File: src/rtl/iobuf_bus_responder.sv
// Responder end of a half-duplex IOBUF pad bus: samples a command, then drives response beats.
// Optional DRIVE-state response timeout (ERR pulse) is enabled by defining IOBUF_RSP_TIMEOUT_EN.
module iobuf_bus_responder #(
  parameter int WIDTH   = 8,
  parameter int TA      = 2,
  parameter int TIMEOUT = 255
) (
  input  logic             C,
  input  logic             R,
  input  logic [WIDTH-1:0] PAD_O,
  output logic [WIDTH-1:0] PAD_I,
  output logic             PAD_T,
  input  logic             STB,
  output logic             ACK,
  output logic [WIDTH-1:0] CMD_DATA,
  output logic             CMD_VALID,
  input  logic [WIDTH-1:0] RSP_DATA,
  input  logic             RSP_VALID,
  input  logic             RSP_LAST,
  output logic             RSP_READY,
  output logic             BUSY,
  output logic             ERR
);

  typedef enum logic [1:0] {
    S_IDLE     = 2'd0,
    S_TURN_IN  = 2'd1,
    S_DRIVE    = 2'd2,
    S_TURN_OUT = 2'd3
  } state_t;

  localparam logic [3:0] TA_CNT = TA[3:0];

  if ((WIDTH < 1) || (WIDTH > 32) || (TA < 1) || (TA > 15) ||
      (TIMEOUT < 1) || (TIMEOUT > 65535)) begin : g_param_out_of_range
  end

  state_t           r_state;
  logic [3:0]       r_cnt;
  logic             r_last;
  logic [WIDTH-1:0] r_pad_i;
  logic             r_pad_t;
  logic             r_ack;
  logic [WIDTH-1:0] r_cmd_data;
  logic             r_cmd_valid;
  logic             r_rsp_ready;
  logic             r_busy;
  logic             r_err;

  state_t           w_state_nxt;
  logic [3:0]       w_cnt_nxt;
  logic             w_last_nxt;
  logic [WIDTH-1:0] w_pad_i_nxt;
  logic             w_pad_t_nxt;
  logic             w_ack_nxt;
  logic [WIDTH-1:0] w_cmd_data_nxt;
  logic             w_cmd_valid_nxt;
  logic             w_rsp_ready_nxt;
  logic             w_busy_nxt;
  logic             w_err_nxt;
  logic             w_hs;

`ifdef IOBUF_RSP_TIMEOUT_EN
  localparam logic [15:0] TMO_LIM = TIMEOUT[15:0];
  logic [15:0] r_tmo;
  logic [15:0] w_tmo_nxt;
  logic [15:0] w_tmo_inc;
  assign w_tmo_inc = r_tmo + 16'd1;
`endif

  // r_rsp_ready is only ever high in DRIVE before the final beat
  assign w_hs = RSP_VALID & r_rsp_ready;

  // Next-state and next-output decode
  always_comb begin
    w_state_nxt     = r_state;
    w_cnt_nxt       = r_cnt;
    w_last_nxt      = r_last;
    w_pad_i_nxt     = r_pad_i;
    w_pad_t_nxt     = r_pad_t;
    w_ack_nxt       = 1'b0;
    w_cmd_data_nxt  = r_cmd_data;
    w_cmd_valid_nxt = 1'b0;
    w_rsp_ready_nxt = r_rsp_ready;
    w_busy_nxt      = r_busy;
    w_err_nxt       = 1'b0;
`ifdef IOBUF_RSP_TIMEOUT_EN
    w_tmo_nxt       = r_tmo;
`endif
    case (r_state)
      S_IDLE: begin
        w_pad_t_nxt = 1'b1;
        if (STB) begin
          w_cmd_data_nxt  = PAD_O;
          w_cmd_valid_nxt = 1'b1;
          w_busy_nxt      = 1'b1;
          w_cnt_nxt       = TA_CNT;
          w_state_nxt     = S_TURN_IN;
        end else begin
          w_busy_nxt = 1'b0;
        end
      end
      S_TURN_IN: begin
        if (r_cnt <= 4'd1) begin
          w_state_nxt     = S_DRIVE;
          w_rsp_ready_nxt = 1'b1;
          w_last_nxt      = 1'b0;
`ifdef IOBUF_RSP_TIMEOUT_EN
          w_tmo_nxt       = 16'd0;
`endif
        end else begin
          w_cnt_nxt = r_cnt - 4'd1;
        end
      end
      S_DRIVE: begin
        // r_last marks the ACK cycle of the final beat; release the pad after it
        if (r_last) begin
          w_state_nxt = S_TURN_OUT;
          w_pad_t_nxt = 1'b1;
          w_cnt_nxt   = TA_CNT;
          w_last_nxt  = 1'b0;
        end else if (w_hs) begin
          w_pad_i_nxt = RSP_DATA;
          w_pad_t_nxt = 1'b0;
          w_ack_nxt   = 1'b1;
`ifdef IOBUF_RSP_TIMEOUT_EN
          w_tmo_nxt   = 16'd0;
`endif
          if (RSP_LAST) begin
            w_rsp_ready_nxt = 1'b0;
            w_last_nxt      = 1'b1;
          end else begin
            w_rsp_ready_nxt = 1'b1;
          end
        end else begin
`ifdef IOBUF_RSP_TIMEOUT_EN
          // Expiry is judged at the edge ending the TIMEOUT-th unanswered cycle
          if (w_tmo_inc >= TMO_LIM) begin
            w_pad_i_nxt     = {WIDTH{1'b1}};
            w_pad_t_nxt     = 1'b0;
            w_ack_nxt       = 1'b1;
            w_err_nxt       = 1'b1;
            w_rsp_ready_nxt = 1'b0;
            w_last_nxt      = 1'b1;
          end else begin
            w_tmo_nxt = w_tmo_inc;
          end
`else
          w_rsp_ready_nxt = 1'b1;
`endif
        end
      end
      S_TURN_OUT: begin
        w_pad_t_nxt = 1'b1;
        if (r_cnt <= 4'd1) begin
          w_state_nxt = S_IDLE;
          w_busy_nxt  = 1'b0;
        end else begin
          w_cnt_nxt = r_cnt - 4'd1;
        end
      end
      default: begin
        w_state_nxt     = S_IDLE;
        w_pad_t_nxt     = 1'b1;
        w_rsp_ready_nxt = 1'b0;
        w_busy_nxt      = 1'b0;
        w_last_nxt      = 1'b0;
      end
    endcase
  end

  // State and registered outputs
  always_ff @(posedge C) begin
    if (R) begin
      r_state     <= S_IDLE;
      r_cnt       <= 4'd0;
      r_last      <= 1'b0;
      r_pad_i     <= {WIDTH{1'b0}};
      r_pad_t     <= 1'b1;
      r_ack       <= 1'b0;
      r_cmd_data  <= {WIDTH{1'b0}};
      r_cmd_valid <= 1'b0;
      r_rsp_ready <= 1'b0;
      r_busy      <= 1'b0;
      r_err       <= 1'b0;
    end else begin
      r_state     <= w_state_nxt;
      r_cnt       <= w_cnt_nxt;
      r_last      <= w_last_nxt;
      r_pad_i     <= w_pad_i_nxt;
      r_pad_t     <= w_pad_t_nxt;
      r_ack       <= w_ack_nxt;
      r_cmd_data  <= w_cmd_data_nxt;
      r_cmd_valid <= w_cmd_valid_nxt;
      r_rsp_ready <= w_rsp_ready_nxt;
      r_busy      <= w_busy_nxt;
      r_err       <= w_err_nxt;
    end
  end

`ifdef IOBUF_RSP_TIMEOUT_EN
  // Unanswered-cycle counter for the DRIVE timeout
  always_ff @(posedge C) begin
    if (R) begin
      r_tmo <= 16'd0;
    end else begin
      r_tmo <= w_tmo_nxt;
    end
  end
`endif

  assign PAD_I     = r_pad_i;
  assign PAD_T     = r_pad_t;
  assign ACK       = r_ack;
  assign CMD_DATA  = r_cmd_data;
  assign CMD_VALID = r_cmd_valid;
  assign RSP_READY = r_rsp_ready;
  assign BUSY      = r_busy;
  assign ERR       = r_err;

endmodule

File: config.mk
export PLATFORM = sky130hd
export DESIGN_NAME = iobuf_bus_responder
export DESIGN_NICKNAME = d
export VERILOG_FILES = /design/src/rtl/iobuf_bus_responder.sv
export SDC_FILE = /design/constraint.sdc
export NUM_CORES = 1
export LEC_CHECK = 0
export ABC_AREA = 1
export CAP_MARGIN = 20
export CORE_MARGIN = 2
export CORE_UTILIZATION = 30
export CTS_BUF_LIST = sky130_fd_sc_hd__clkbuf_16
export CTS_CLUSTER_SIZE = 30
export DETAILED_ROUTE_END_ITERATION = 7
export SYNTH_ARGS = -nofsm -noshare
export SYNTH_HDL_FRONTEND = slang
export SYNTH_SLANG_ARGS = --single-unit
File: constraint.sdc
create_clock -name C -period 2.1 [get_ports C]
set_clock_uncertainty 0.2 [all_clocks]
set_input_delay 0.315 -clock C [delete_from_list [all_inputs] [get_ports C]]
set_output_delay 0.315 -clock C [all_outputs]
set_load 0.01 [all_outputs]
[Yosys cells after proc, flatten, opt, wreduce, memory -nomap -nowiden]
Cells that the tools add are included.
Widths: inputs -> output; s select.
Operators by class
  add/subtract/negate cells: 1
  $lt $le $gt $ge: 1
  equal/unequal tests: 10
  muxes and demuxes: 25
  bitwise operators: 4
  reductions and logical operators: 16
Operators with widths (count)
  $mux 1: 12
  $mux 4: 3
  $ne 2x2->1 const B: 6
  $pmux 4 s3: 1
  $reduce_and 3->1: 3
  $mux 2: 4
  $pmux 1 s2: 4
  $pmux 2 s4: 1
  $reduce_and 2->1: 4
  $reduce_bool 2->1: 3
  $reduce_or 2->1: 3
  $eq 2x2->1 const B: 2
  $le 4x1->1 const B: 1
  $reduce_and 4->1: 1
  $sub 4x1->4 const B: 1
  $ne 3x3->1 const B: 1
  $not 1->1: 3
  $reduce_or 3->1: 1
  $eq 2x1->1 const B: 1
  $logic_not 2->1: 1
  $and 1x1->1: 1
Storage, ports and cells
  bits in registers: 28
  input port bits: 21
  output and inout port bits: 22

[Longest topological paths before layout]
  depth in word-level cells: 4
  mapped depth: 9
  mapped depth without buffers: 9

[Worst setup path before layout]
No wires, ideal clock.
  path kind: flip-flop to flip-flop
  from: register r_state[0]
  to: register r_cnt[1]
  setup time: 116 ps
  arrival time: 1167 ps
  required time: 1784 ps
  slack: 617 ps
  stages on the path, launching flop included: 9
  path buffers: 0
  period minus slack after synthesis: 1483 ps
  path through: dfxtp_1 inv_1 ha_1 nand2_4 nand2_4 inv_6 nand2_1 o21ai_0 nor2_1
Between the ends
  cells in the longest elaborated chain, start to end: 4
  elaborated cells between the ends (all ways): 10
  classes of those cells: 6 x eq/ne; 1 x mux; 3 x reduce/logical
RTL lines
  from (decl): line 38  | state_t r_state;
  from (signal assigned): line 187  | r_state <= w_state_nxt;
  $eq 2x2->1 or $eq 2x1->1 (tied branches): line 90  | case (r_state)
  $reduce_or 2->1 (no source line)
  $ne 2x2->1 (no source line)
  $reduce_and 3->1 (no source line)
  to (signal assigned): line 188  | r_cnt <= w_cnt_nxt;
  to (decl): line 39  | logic [3:0] r_cnt;
Parallel ways exist; a longest one is shown, timed or not.
A chain may end at the register's enable or synchronous reset.

[Worst setup path in the final report]
  from: register r_rsp_ready (netlist: RSP_READY)
  to: output port RSP_READY
RTL lines
  from (decl): line 46  | logic r_rsp_ready;
  from (signal assigned): line 195  | r_rsp_ready <= w_rsp_ready_nxt;
  to (decl): line 20  | output logic RSP_READY,
No word-level cell between the ends.

==> summary.txt <==
Status
  – Status: completed

Yosys
  – YS warnings: 0
  – Top-count cell post-synth: nor2_1
  – Yosys reg bits: 28
  – Register area share after synthesis: 0.430
  – Area share of the largest cell type after synthesis: 0.430
  – Synth Flop Type: dfxtp_1
  – Yosys top cell by area: dfxtp_1
  – Per-instance average area after synthesis: 7.33 um^2
  – Synth top area cells: dfxtp_1, nor2_1, nand2_1
  – Post-synth cell types: 22
  – Top cells by count, synth: nor2_1, dfxtp_1, nand2_1
  – Syn Inst Count: 178
  – Post-Syn Area: 1310 um^2
  – EDFF count, synth: 0
  – Syn nets: 206
  – Asr flop ratio synth: 0

Critical path
  – CP max FO: 3
  – CP Launch Type: register
  – Delay-heaviest family, CP: buffers and inverters
  – CP Buf/Inv Count: 1
  – Slowest cell on the critical path: clkdlybuf4s50_1
  – Worst r2r src: r_state[0]
  – Slowest Stage Delay on Critical Path: 0.54 ns
  – CP Launch Point: RSP_READY
  – Crit Path Category: register to output pin
  – Worst setup EP type: output pin
  – Arrival time worst endpoint: 1.15 ns
  – Worst endpoint required time: 1.58 ns
  – Worst path cell trace: clkdlybuf4s50_1

Pwr
  – Gate power share: 0.455
  – Net load switching power: 0.000805 W
  – Net Sw Frac: 0.379
  – Part of the power in registers: 0.342
  – Leakage power: 0.802 nW
  – Power Density: 1140 nW/um^2
  – Pint: 0.00132 W
  – Clock power frac: 0.204
  – Worst vdd ir: 0.000496 V

Min path
  – Hold Crit Start: BUSY
  – Min-delay worst type: register to register

Clock network
  – CTS Buf Count: 3
  – Worst-path clk slew: 0.07 ns
  – Clock sink total: 28
  – CTS root buffer: clkbuf_16
  – CTS-repair resized insts: 0
  – Clock Path Buffers: 2
  – Clock latency on the worst-skew pair: 0.26 ns
  – Htree depth: 1
  – CTS tree: done
  – Post-CTS setup buffers: 0
  – CTS Hold Buffers Added: 0

Cells and area
  – Sequential Area: 561 um^2
  – Layout net count: 251
  – Share of layout cells above drive strength 1: 0.0901
  – Area grow syn2layout: 42.3%
  – ANT cells: 0
  – Fill count: 425
  – Multi-input logic area: 636 um^2

Flow run
  – Maxcap violations: 0

Detailed routing
  – DR WL/cell: 10.6 um
  – Post-route ant nets: 0
  – Final wirelength: 2.89 mm
  – 1st-pass router iterations: 5
  – DR vias: 1179
  – Vias per Instance: 4.33
  – # DRC: 0
  – DR iter-0 viols: 46

GRT
  – Largest net degree at the start of global routing: 16
  – GR Overflow Total: 0
  – Vias in the first global route: 1126
  – First-pass GRT wire length: 4.99 mm
  – Initial antenna violation count: 0
  – GRT Total Usage: 0.123

STA
  – Endpoints failing setup: 0
  – Final Max Slew Viols: 0
  – Fmax: 0.601 GHz
  – Final Hold Viols: 0
  – Unrepaired setup endpoints after global routing: no
  – Sum Neg Setup Slack: 0 ns
  – Hold slack: 0.271 ns
  – Minimum clock period: 1.66 ns
  – Period Utilization, post-route: 0.792

Die
  – Placeable Area: 4090 um^2
  – Die Ht: 70.0 um
  – Initial Util: 0.319
  – Die Wd: 70.0 um
  – Row cnt: 23
  – Die Footprint: 4890 um^2
  – IO Pins: 43

Place
  – RePlAce Congestion: 0.820
  – DP Wirelength: 2.21 mm
  – Port Buffer Count: 41
-- registers in the layout, indices dropped and copies added (netlist names) --
| signal | flops |
|---|---|
| RSP_READY | 1 |
| r_last | 1 |
| BUSY | 1 |
| CMD_VALID | 1 |
| r_state | 2 |
| r_cnt | 4 |
| CMD_DATA | 8 |
| ACK | 1 |
| PAD_T | 1 |
| PAD_I | 8 |
-- path summary, 6_finish.rpt --
check | endpoint | slack (ns) | cells after the start
min | BUSY | 0.27 | 2
max | RSP_READY | 0.44 | 1
min reg2reg | BUSY | 0.27 | 2
max reg2reg | r_cnt[1] | 0.47 | 8
-- power by group through the flow --
| stage | logic (W) | registers [W] | clock network, W |
|---|---|---|---|
| final | 0.000966 | 0.000726 | 0.000432 |
| after global routing | 0.00110 | 0.000744 | 0.000463 |
| after CTS | 0.000977 | 0.000727 | 0.000445 |
| after detailed placement | 0.000973 | 0.000737 | 0 |
| after global placement | 0.000966 | 0.000739 | 0 |
| after floorplan | 0.000630 | 0.000759 | 0 |
-- layer usage --
layer | track usage | part of all wire
met1 | 0.147 | 0.48
met2 | 0.213 | 0.45
met3 | 0.0447 | 0.064
met4 | 0.0256 | 0.0069
met5 | 0 | 0
-- cells in the final DEF (no fill, tap or decap), types with 5 or more instances in the layout --
cell type,synthesis,routed
ha_1,7,7
nor2_1,46,46
inv_1,18,18
nand3_1,5,5
a21oi_1,6,6
o21ai_0,19,19
dfxtp_1,28,28
nand2_1,26,26
clkdlybuf4s50_1,0,41
-- layout make-up --
class	count	area share
tap	50	0.0337
clock buffer	3	0.0404
timing repair buffer	44	0.233
inverter	21	0.0465
clock inverter	1	0.00202
multi-input combinational	125	0.342
sequential	28	0.302
-- stage by stage --
step / total power (W) / instance area (um^2) / instances / worst slack, ns / utilization
4_1_cts: 0.00215 / 1860 / 272 / 0.419 / 0.454
3_3_place_gp: 0.00171 / 1780 / 268 / 0.391 / 0.435
6_report: 0.00212 / 1860 / 272 / 0.436 / 0.454
2_1_floorplan: 0.00139 / 1310 / 178 / 0.617 / -
3_5_place_dp: 0.00171 / 1780 / 268 / 0.358 / 0.435
5_1_grt: 0.00231 / 1860 / 272 / 0.307 / 0.454
-- cell families (layout without fill, tap and decap cells) --
group	count (synthesis)	count (layout)	share of synthesized area
simple gates	89	89	0.302
fa+ha+maj	7	7	0.0671
buf+inv	25	69	0.0834
flops	28	28	0.430
other cells	1	1	0.00287
compound gates	28	28	0.115
No activity file was read; power rests on OpenSTA's default activity.
